<file path="src/rtl/egm_stimulus_responder_if.sv">
// Stimulus/response bus between the EGM-side host and the hardware responder.
// master: drives stimulus and configuration; slave: the responder.
interface egm_stimulus_responder_if #(
    parameter int unsigned DELAY_W = 16,
    parameter int unsigned PULSE_W = 8,
    parameter int unsigned CNT_W   = 16
);
    logic               stimulus;
    logic               enable;
    logic [DELAY_W-1:0] delay_cycles;
    logic [PULSE_W-1:0] pulse_cycles;
    logic               clear_counts;
    logic               response;
    logic               busy;
    logic [CNT_W-1:0]   resp_count;
    logic [CNT_W-1:0]   miss_count;
    logic [1:0]         state_dbg;

    modport master (
        output stimulus, enable, delay_cycles, pulse_cycles, clear_counts,
        input  response, busy, resp_count, miss_count, state_dbg
    );

    modport slave (
        input  stimulus, enable, delay_cycles, pulse_cycles, clear_counts,
        output response, busy, resp_count, miss_count, state_dbg
    );
endinterface

</file>
<file path="src/rtl/egm_stimulus_responder.sv">
// Hardware EGM responder: synchronises stimulus, waits a programmed delay, drives a response pulse.
// Optional build macro EGM_RESP_JITTER_EN adds 0..15 cycles of LFSR jitter to the delay.
module egm_stimulus_responder #(
    parameter int unsigned SYNC_STAGES = 2,
    parameter int unsigned DELAY_W     = 16,
    parameter int unsigned PULSE_W     = 8,
    parameter int unsigned CNT_W       = 16
) (
    input logic                     clkin_50,
    input logic                     rst_n,
    egm_stimulus_responder_if.slave bus
);
    typedef enum logic [1:0] {
        StIdle    = 2'b00,
        StDelay   = 2'b01,
        StPulse   = 2'b10,
        StWaitLow = 2'b11
    } state_e;

    state_e               state_q, state_d;
    logic [SYNC_STAGES-1:0] sync_q;
    logic                 stim_d_q;
    logic                 stim_s;
    logic                 rise;
    logic [DELAY_W-1:0]   dcnt_q, dcnt_d;
    logic [DELAY_W-1:0]   delay_eff;
    logic [PULSE_W-1:0]   pcnt_q, pcnt_d;
    logic                 response_q;
    logic                 busy_q;
    logic [CNT_W-1:0]     resp_count_q, resp_count_d;
    logic [CNT_W-1:0]     miss_count_q, miss_count_d;
    logic                 resp_inc;
    logic                 miss_inc;

    assign stim_s = sync_q[SYNC_STAGES-1];
    assign rise   = stim_s & ~stim_d_q;

`ifdef EGM_RESP_JITTER_EN
    logic [7:0]       lfsr_q;
    logic [DELAY_W:0] delay_sum;

    always_ff @(posedge clkin_50 or negedge rst_n) begin
        if (!rst_n) begin
            lfsr_q <= 8'h5A;
        end else begin
            lfsr_q <= {lfsr_q[6:0], lfsr_q[7] ^ lfsr_q[5] ^ lfsr_q[4] ^ lfsr_q[3]};
        end
    end

    // Extra carry bit detects overflow so the jittered delay saturates instead of wrapping.
    assign delay_sum = {1'b0, bus.delay_cycles} + {{(DELAY_W - 3){1'b0}}, lfsr_q[3:0]};
    assign delay_eff = delay_sum[DELAY_W] ? '1 : delay_sum[DELAY_W-1:0];
`else
    assign delay_eff = bus.delay_cycles;
`endif

    always_comb begin
        state_d  = state_q;
        dcnt_d   = dcnt_q;
        pcnt_d   = pcnt_q;
        resp_inc = 1'b0;
        miss_inc = 1'b0;
        unique case (state_q)
            StIdle: begin
                if (rise && bus.enable) begin
                    dcnt_d  = delay_eff;
                    pcnt_d  = (bus.pulse_cycles == '0) ? PULSE_W'(1) : bus.pulse_cycles;
                    state_d = (delay_eff == '0) ? StPulse : StDelay;
                end
            end
            StDelay: begin
                miss_inc = rise;
                dcnt_d   = dcnt_q - DELAY_W'(1);
                if (dcnt_q == DELAY_W'(1)) state_d = StPulse;
            end
            StPulse: begin
                miss_inc = rise;
                pcnt_d   = pcnt_q - PULSE_W'(1);
                if (pcnt_q == PULSE_W'(1)) begin
                    state_d  = StWaitLow;
                    resp_inc = 1'b1;
                end
            end
            StWaitLow: begin
                miss_inc = rise;
                if (!stim_s) state_d = StIdle;
            end
        endcase
    end

    // Clear wins over a same-cycle increment; both counters stick at all-ones.
    always_comb begin
        resp_count_d = resp_count_q;
        miss_count_d = miss_count_q;
        if (bus.clear_counts) begin
            resp_count_d = '0;
            miss_count_d = '0;
        end else begin
            if (resp_inc && (resp_count_q != '1)) resp_count_d = resp_count_q + CNT_W'(1);
            if (miss_inc && (miss_count_q != '1)) miss_count_d = miss_count_q + CNT_W'(1);
        end
    end

    always_ff @(posedge clkin_50 or negedge rst_n) begin
        if (!rst_n) begin
            sync_q       <= '0;
            stim_d_q     <= 1'b0;
            state_q      <= StIdle;
            dcnt_q       <= '0;
            pcnt_q       <= '0;
            response_q   <= 1'b0;
            busy_q       <= 1'b0;
            resp_count_q <= '0;
            miss_count_q <= '0;
        end else begin
            sync_q       <= {sync_q[SYNC_STAGES-2:0], bus.stimulus};
            stim_d_q     <= stim_s;
            state_q      <= state_d;
            dcnt_q       <= dcnt_d;
            pcnt_q       <= pcnt_d;
            response_q   <= (state_d == StPulse);
            busy_q       <= (state_d != StIdle);
            resp_count_q <= resp_count_d;
            miss_count_q <= miss_count_d;
        end
    end

    assign bus.response   = response_q;
    assign bus.busy       = busy_q;
    assign bus.resp_count = resp_count_q;
    assign bus.miss_count = miss_count_q;
    assign bus.state_dbg  = state_q;
endmodule
</file>
<file path="src/flat_wrapper.sv">
// flat-port wrapper written by rule: the top's interface ports become plain ports
module egm_stimulus_responder_flat 
#(
    parameter int unsigned SYNC_STAGES = 2,
    parameter int unsigned DELAY_W     = 16,
    parameter int unsigned PULSE_W     = 8,
    parameter int unsigned CNT_W       = 16
)
  (clkin_50, rst_n, bus_stimulus, bus_enable, bus_delay_cycles, bus_pulse_cycles, bus_clear_counts, bus_response, bus_busy, bus_resp_count, bus_miss_count, bus_state_dbg);
  egm_stimulus_responder_if #(.DELAY_W(DELAY_W), .PULSE_W(PULSE_W), .CNT_W(CNT_W)) bus_i ();
  input logic clkin_50;
  input logic rst_n;
  input wire logic [$bits(bus_i.stimulus)-1:0] bus_stimulus;
  input wire logic [$bits(bus_i.enable)-1:0] bus_enable;
  input wire logic [$bits(bus_i.delay_cycles)-1:0] bus_delay_cycles;
  input wire logic [$bits(bus_i.pulse_cycles)-1:0] bus_pulse_cycles;
  input wire logic [$bits(bus_i.clear_counts)-1:0] bus_clear_counts;
  output wire logic [$bits(bus_i.response)-1:0] bus_response;
  output wire logic [$bits(bus_i.busy)-1:0] bus_busy;
  output wire logic [$bits(bus_i.resp_count)-1:0] bus_resp_count;
  output wire logic [$bits(bus_i.miss_count)-1:0] bus_miss_count;
  output wire logic [$bits(bus_i.state_dbg)-1:0] bus_state_dbg;
  assign bus_i.stimulus = bus_stimulus;
  assign bus_i.enable = bus_enable;
  assign bus_i.delay_cycles = bus_delay_cycles;
  assign bus_i.pulse_cycles = bus_pulse_cycles;
  assign bus_i.clear_counts = bus_clear_counts;
  assign bus_response = bus_i.response;
  assign bus_busy = bus_i.busy;
  assign bus_resp_count = bus_i.resp_count;
  assign bus_miss_count = bus_i.miss_count;
  assign bus_state_dbg = bus_i.state_dbg;
  egm_stimulus_responder #(.SYNC_STAGES(SYNC_STAGES), .DELAY_W(DELAY_W), .PULSE_W(PULSE_W), .CNT_W(CNT_W)) u_core (.clkin_50(clkin_50), .rst_n(rst_n), .bus(bus_i));
endmodule
</file>
<file path="config.mk">
export PLATFORM = sky130hd
export DESIGN_NAME = egm_stimulus_responder_flat
export DESIGN_NICKNAME = d
export VERILOG_FILES = /design/src/rtl/egm_stimulus_responder_if.sv /design/src/rtl/egm_stimulus_responder.sv /design/src/flat_wrapper.sv
export SDC_FILE = /design/constraint.sdc
export NUM_CORES = 1
export LEC_CHECK = 0
export BUFFER_PORTS_ARGS = -buffer_cell sky130_fd_sc_hd__clkbuf_2
export CAP_MARGIN = 20
export CORE_ASPECT_RATIO = 0.75
export CORE_MARGIN = 5
export CORE_UTILIZATION = 41
export CTS_BUF_LIST = sky130_fd_sc_hd__clkbuf_8
export DETAILED_ROUTE_END_ITERATION = 10
export GPL_TIMING_DRIVEN = 0
export PLACE_DENSITY = 0.69
export SYNTH_ARGS = -nofsm -noshare
export SYNTH_HDL_FRONTEND = slang
export SYNTH_SLANG_ARGS = --single-unit
</file>
<file path="constraint.sdc">
create_clock -name clkin_50 -period 3 [get_ports clkin_50]
set_input_delay 0.9 -clock clkin_50 [delete_from_list [all_inputs] [get_ports clkin_50]]
set_output_delay 0.9 -clock clkin_50 [all_outputs]
set_load 0.01 [all_outputs]
</file>
==> flow_summary.yaml, run 1 <==
setup_path:
  crit_path_top_delay_cell: "nor2_1"
  crit_chain: "inv_1, ha_1, nor3b_1, nand3_1, nor2_1, nand4_1, mux2_2"
  crit_family: "simple AND/OR/NAND/NOR gates"
  cp.arrival_ns: 2.60
  cpPeakStageDelay_ns: 0.47
  required_ns: 3.25
  path_class: "flop to flop"
  cp-start-kind: "flop"
  endpoint_kind: "flop"
  crit_path_max_fanout: 10
  critPathBufInv: 1
  r2r_slack_ns: 0.65
synthesis:
  synth.avg_cell_area_um2: 9.16
  synth-seq-cells: 63
  yosysTopAreaCell: "dfrtp_1"
  syn_inst: 373
  yosys_warnings: 0
  seq_area_frac_synth: 0.461
  synth_ff_type: "dfrtp_1"
  syn_nets: 408
  synth_edf_count: 0
  synth.top_cell.area_share: 0.461
  synthArstFlopShare: 1.00
  synth.area.top_cells: "dfrtp_1, nor2_1, nand2_1, xnor2_1, a21oi_1"
  yosysUniqueCellTypes: 51
  synthesis.area_mm2: 0.00342
placement:
  port_buffers: 63
  dp_hpwl_um: 6310
  dpl_worst_slack_ns: 0.683
  gp_congestion: 0.886
final_layout:
  final_nets: 482
  fin_util: 0.513
  layout-drive-gt1-share: 0.195
  nFillCells: 759
  syn_to_final_growth_pct: 20.3
  antenna_cells: 0
grt:
  grt_pass1_vias: 2943
  grt_remaining_overflow: 0
  antenna_found_initial: 0
  grt_usage: 0.183
  grt_pass1_wl_um: 14700
  grt_start_max_net_pins: 64
floorplan:
  die_h_um: 89.1
  fp.coreArea_mm2: 0.00802
  die_area_mm2: 0.0103
  std_cell_rows: 28
  initial_core_util: 0.426
  fp.dieW_um: 115
  io_pins: 65
drt:
  ant_nets: 0
  totalWireLength_um: 8800
  wire_per_inst_um: 15.8
  drc_errors: 0
  route.vias.total: 3121
  drtPass1Iterations: 4
  routed_via_density: 5.61
  drt_iter0_markers: 140
outcome:
  status: "finished clean"
clock_tree:
  cts.sinks: 63
  clkTransAtPathRegs_ns: 0.07
  holdBufCountCts: 0
  cts_tree: "done"
  post_cts_buffers: 0
  post_cts_resized: 0
  h-tree-depth: 3
  numCtsBuffers: 9
  cts_root_buffer: "clkbuf_8"
  clkLatencyLatePin_ns: 0.36
  cts_buffer_depth: 2
run:
  maxCapViolations: 0
timing:
  max_freq_mhz: 425
  hold_viol_final: 0
  period_share: 0.784
  setup_tns_ns: 0
  fin_crit_ns: 2.35
  setup_ws_ns: 0.648
  maxSlewViolCount: 0
  worst_pin_slew_ns: 0.895
  slew_headroom: 0.404
  setup_viol: 0
  finClkSkew_ns: 0.00918
  rsz0062_at_grt: "no"
power_and_ir_drop:
  power_density_mw_per_mm2: 450
  p_leak_uw: 0.00172
  ir_drop_mv: 0.339
worst_hold_path:
  hp-class: "flop to flop"
[layer usage]
layer,up-vias,track usage,wire [µm]
li1,1535,-,-
met1,1498,0.257,4210
met2,77,0.269,3830
met3,11,0.0582,660
met4,0,0.0576,104
met5,-,0,0
[cell families after synthesis]
logic type | share of synthesized area
AOI/OAI and AO/OA | 0.156
xor gates and xnor gates | 0.0359
adders and majority gates | 0.0220
buffers and inverters | 0.0278
DFF | 0.461
muxes | 0.0212
and+or+nand+nor | 0.276
[flip-flops by register name, indices dropped and copies added, names as in the netlist]
signal	flops
u_core.bus.resp_count	16
u_core.bus.miss_count	16
u_core.bus.response	1
u_core.dcnt_q	16
u_core.bus.busy	1
u_core.pcnt_q	8
u_core.stim_d_q	1
u_core.bus.state_dbg	2
u_core.sync_q	2
[cell usage in the layout (no fill, tap or decap), types with 9 or more instances in the layout]
cell	synthesis	final
dfrtp_1	63	63
clkbuf_2	0	62
nor2_1	44	44
nand2_1	35	35
a21oi_1	20	20
nand3_1	20	20
nor3_1	15	15
nor4_1	14	14
clkbuf_1	14	14
xnor2_1	13	13
inv_1	10	11
clkbuf_8	0	11
o21ai_0	9	9
[worst reg2reg max path: stages, from the launching register on]
cell and delay, ns:
dfrtp_1 0.37, inv_1 0.12, ha_1 0.18, nor3b_1 0.29, nand3_1 0.37, nor2_1 0.47, nand4_1 0.16, mux2_2 0.28
[through the flow]
step | area [µm²] | cells | total power [µW] | hold WS [ns]
after floorplan | 3420 | 373 | 890 | 0.331
after CTS | 4110 | 556 | 1870 | 0.371
final | 4110 | 556 | 1850 | 0.365
after global placement | 3860 | 541 | 939 | 0.339
after detailed placement | 3870 | 541 | 940 | 0.337
after global routing | 4110 | 556 | 1920 | 0.394
[synthesized netlist by cell type, types with 2 or more instances]
cell type,n
dfrtp_1,63
nor2_1,44
nand2_1,35
a21oi_1,20
nand3_1,20
nor3_1,15
clkbuf_1,14
nor4_1,14
xnor2_1,13
inv_1,10
o21ai_0,9
and3_1,7
nand4_1,7
o211ai_1,7
ha_1,6
o31ai_1,6
or3_1,6
a211oi_1,5
a311oi_1,5
mux2i_1,5
nand2b_1,5
nor2b_1,5
or4_1,5
a221o_1,4
and4_1,4
o311ai_0,4
nor4b_1,3
o21a_1,3
or2_2,3
mux2_2,2
nand3b_1,2
nor3b_1,2
or4_4,2
[worst paths after layout]
| check | startpoint | end | cells after the start |
|---|---|---|---|
| max | u_core.pcnt_q[1]$_DFFE_PN0P_ | u_core.bus.resp_count[6]$_DFFE_PN0P_ | 7 |
| min | u_core.sync_q[0]$_DFF_PN0_ | u_core.sync_q[1]$_DFF_PN0_ | 0 |
| max reg2reg | u_core.pcnt_q[1]$_DFFE_PN0P_ | u_core.bus.resp_count[6]$_DFFE_PN0P_ | 7 |
| min reg2reg | u_core.sync_q[0]$_DFF_PN0_ | u_core.sync_q[1]$_DFF_PN0_ | 0 |
| max in group asynchronous | rst_n | u_core.sync_q[1]$_DFF_PN0_ | 1 |
| min in group asynchronous | rst_n | u_core.dcnt_q[5]$_DFFE_PN0P_ | 1 |
[where the power goes]
part / internal, µW / switching, µW
clock network: 590 / 337
registers: 853 / 3.14
logic: 21.2 / 45.4
total: 1460 / 385
[final cells by class]
class | instances | area (µm²) | area share
clock inverters | 4 | 93.8 | 0.0228
inverters | 10 | 37.5 | 0.00913
multi-input cells | 285 | 1750 | 0.425
flip-flops and latches | 63 | 1580 | 0.383
well taps | 105 | 131 | 0.0319
clock buffers | 11 | 151 | 0.0368
repair buffers | 63 | 318 | 0.0773
plain buffers | 15 | 57.6 | 0.0140
Power figures use the tool's default switching activity.
==> run 2: changes to the inputs <==
==> constraint.sdc (replaced) <==
create_clock -name clkin_50 -period 2.25 [get_ports clkin_50]
set_input_delay 0.675 -clock clkin_50 [delete_from_list [all_inputs] [get_ports clkin_50]]
set_output_delay 0.675 -clock clkin_50 [all_outputs]
set_load 0.01 [all_outputs]
==> flow_summary.yaml, run 2 (synthesis results as in run 1) <==
clock_tree:
  holdBufCountCts: 0
  cts_buffer_depth: 2
  cts.sinks: 63
  clkTransAtPathRegs_ns: 0.07
  cts_root_buffer: "clkbuf_8"
  h-tree-depth: 3
  numCtsBuffers: 9
  cts_tree: "done"
  clkLatencyLatePin_ns: 0.36
placement:
  dpl_worst_slack_ns: -0.0424
  dp_hpwl_um: 6310
  port_buffers: 63
  gp_congestion: 0.886
timing:
  fin_crit_ns: 2.24
  worst_pin_slew_ns: 0.891
  finClkSkew_ns: 0.0103
  period_share: 0.997
  setup_viol: 0
  slew_headroom: 0.406
  maxSlewViolCount: 0
  max_freq_mhz: 446
  setup_ws_ns: 0.00730
  hold_viol_final: 0
  rsz0062_at_grt: "yes"
  setup_tns_ns: 0
power_and_ir_drop:
  comb_power_share: 0.036
  p_leak_uw: 0.00173
  power.internal_uw: 1950
  sw_frac_of_total: 0.209
  pwr-share-clk: 0.501
  power_density_mw_per_mm2: 593
  netSwitchingPower_uw: 515
  ir_drop_mv: 0.452
  power.share.sequential: 0.463
setup_path:
  endpoint: "u_core.dcnt_q[15]$_DFFE_PN0P_"
  regToRegEndpoint: "u_core.dcnt_q[15]$_DFFE_PN0P_"
  r2r_slack_ns: 0.007
  endpoint_kind: "flop"
  required_ns: 2.49
  cp.arrival_ns: 2.48
  crit_path_max_fanout: 5
  ff2ff_path_depth: 5
  r2r-start: "u_core.dcnt_q[7]$_DFFE_PN0P_"
  worstSetupStartpoint: "u_core.dcnt_q[7]$_DFFE_PN0P_"
  path_class: "flop to flop"
  cp-start-kind: "flop"
grt:
  grt_pass1_wl_um: 14700
  grt_remaining_overflow: 0
  grt_usage: 0.183
  grt_start_max_net_pins: 64
  antenna_found_initial: 0
  grt_pass1_vias: 2941
outcome:
  status: "finished clean"
final_layout:
  nFillCells: 756
  syn_to_final_growth_pct: 21.7
  final_nets: 484
  mostFrequentLayoutCell: "clkbuf_2"
  mostFrequentLayoutCells: "clkbuf_2, dfrtp_1, nor2_1"
  antenna_cells: 0
  layout-drive-gt1-share: 0.219
drt:
  wire_per_inst_um: 16.0
  routed_via_density: 5.66
  ant_nets: 0
  drtPass1Iterations: 4
  route.vias.total: 3157
  totalWireLength_um: 8910
  drt_iter0_markers: 126
  drc_errors: 0
floorplan:
  die_area_mm2: 0.0103
  io_pins: 65
  fp.dieW_um: 115
  initial_core_util: 0.426
  die_h_um: 89.1
  fp.coreArea_mm2: 0.00802
  std_cell_rows: 28
run:
  maxCapViolations: 0
worst_hold_path:
  hp-class: "flop to flop"
[run 2: final cells by class]
cell class | instances | area [µm²] | area share
Buffer | 14 | 55.1 | 0.0132
Clock buffer | 11 | 151 | 0.0364
Clock inverter | 4 | 93.8 | 0.0226
Inverter | 10 | 37.5 | 0.00902
Multi-Input combinational cell | 285 | 1770 | 0.426
Sequential cell | 63 | 1580 | 0.380
Tap cell | 105 | 131 | 0.0316
Timing Repair Buffer | 66 | 340 | 0.0818
[run 2: what timing repair did]
item | in CTS | in global routing
buffers inserted | 0 | 3
endpoints found under the setup margin | 2 | 26
pin swaps | 0 | 6
hold endpoints to repair | 0 | 0
gates resized for setup | 1 | 8
[run 2: per-stage QoR]
| step | util | hold WS, ns | total power (µW) | instances | cell area, µm² |
|---|---|---|---|---|---|
| finish | 0.519 | 0.366 | 2470 | 558 | 4160 |
| global route | 0.519 | 0.394 | 2560 | 558 | 4160 |
| CTS | 0.512 | 0.371 | 2490 | 555 | 4110 |
| detailed placement | 0.482 | 0.337 | 1250 | 541 | 3870 |
| global placement | 0.482 | 0.339 | 1250 | 541 | 3860 |
| floorplan | - | 0.331 | 1190 | 373 | 3420 |
[run 2: worst max-delay path, stage by stage, from the launching register on]
cell	delay, ns
dfrtp_1	0.40
or4_4	0.58
or3_4	0.42
or4_1	0.53
nand3_1	0.10
o211ai_1	0.10
[run 2: worst min-delay path by stage]
stage / cells after the start / slack (ns) / from / to
final: 0 / 0.37 / u_core.sync_q[0]$_DFF_PN0_ / u_core.sync_q[1]$_DFF_PN0_
after global routing: 0 / 0.39 / u_core.sync_q[0]$_DFF_PN0_ / u_core.sync_q[1]$_DFF_PN0_
after CTS: 0 / 0.37 / u_core.sync_q[0]$_DFF_PN0_ / u_core.sync_q[1]$_DFF_PN0_
after detailed placement: 0 / 0.34 / u_core.sync_q[0]$_DFF_PN0_ / u_core.sync_q[1]$_DFF_PN0_
after global placement: 0 / 0.34 / u_core.sync_q[0]$_DFF_PN0_ / u_core.sync_q[1]$_DFF_PN0_
after floorplan: 0 / 0.33 / u_core.sync_q[0]$_DFF_PN0_ / u_core.sync_q[1]$_DFF_PN0_
[run 2: metal layers]
| metal | wire length [µm] | part of all wire | global-route usage |
|---|---|---|---|
| met4 | 101 | 0.011 | 0.0576 |
| met2 | 3930 | 0.44 | 0.269 |
| met5 | 0 | 0 | 0 |
| met3 | 673 | 0.076 | 0.0582 |
| met1 | 4210 | 0.47 | 0.257 |
[run 2: power groups by stage]
stage	Sequential, µW	Clock [µW]	Combinational (µW)
after floorplan	1160	0	23.5
final	1140	1240	89.1
after CTS	1140	1260	91.4
after detailed placement	1160	0	90.9
after global placement	1160	0	88.7
after global routing	1140	1320	103
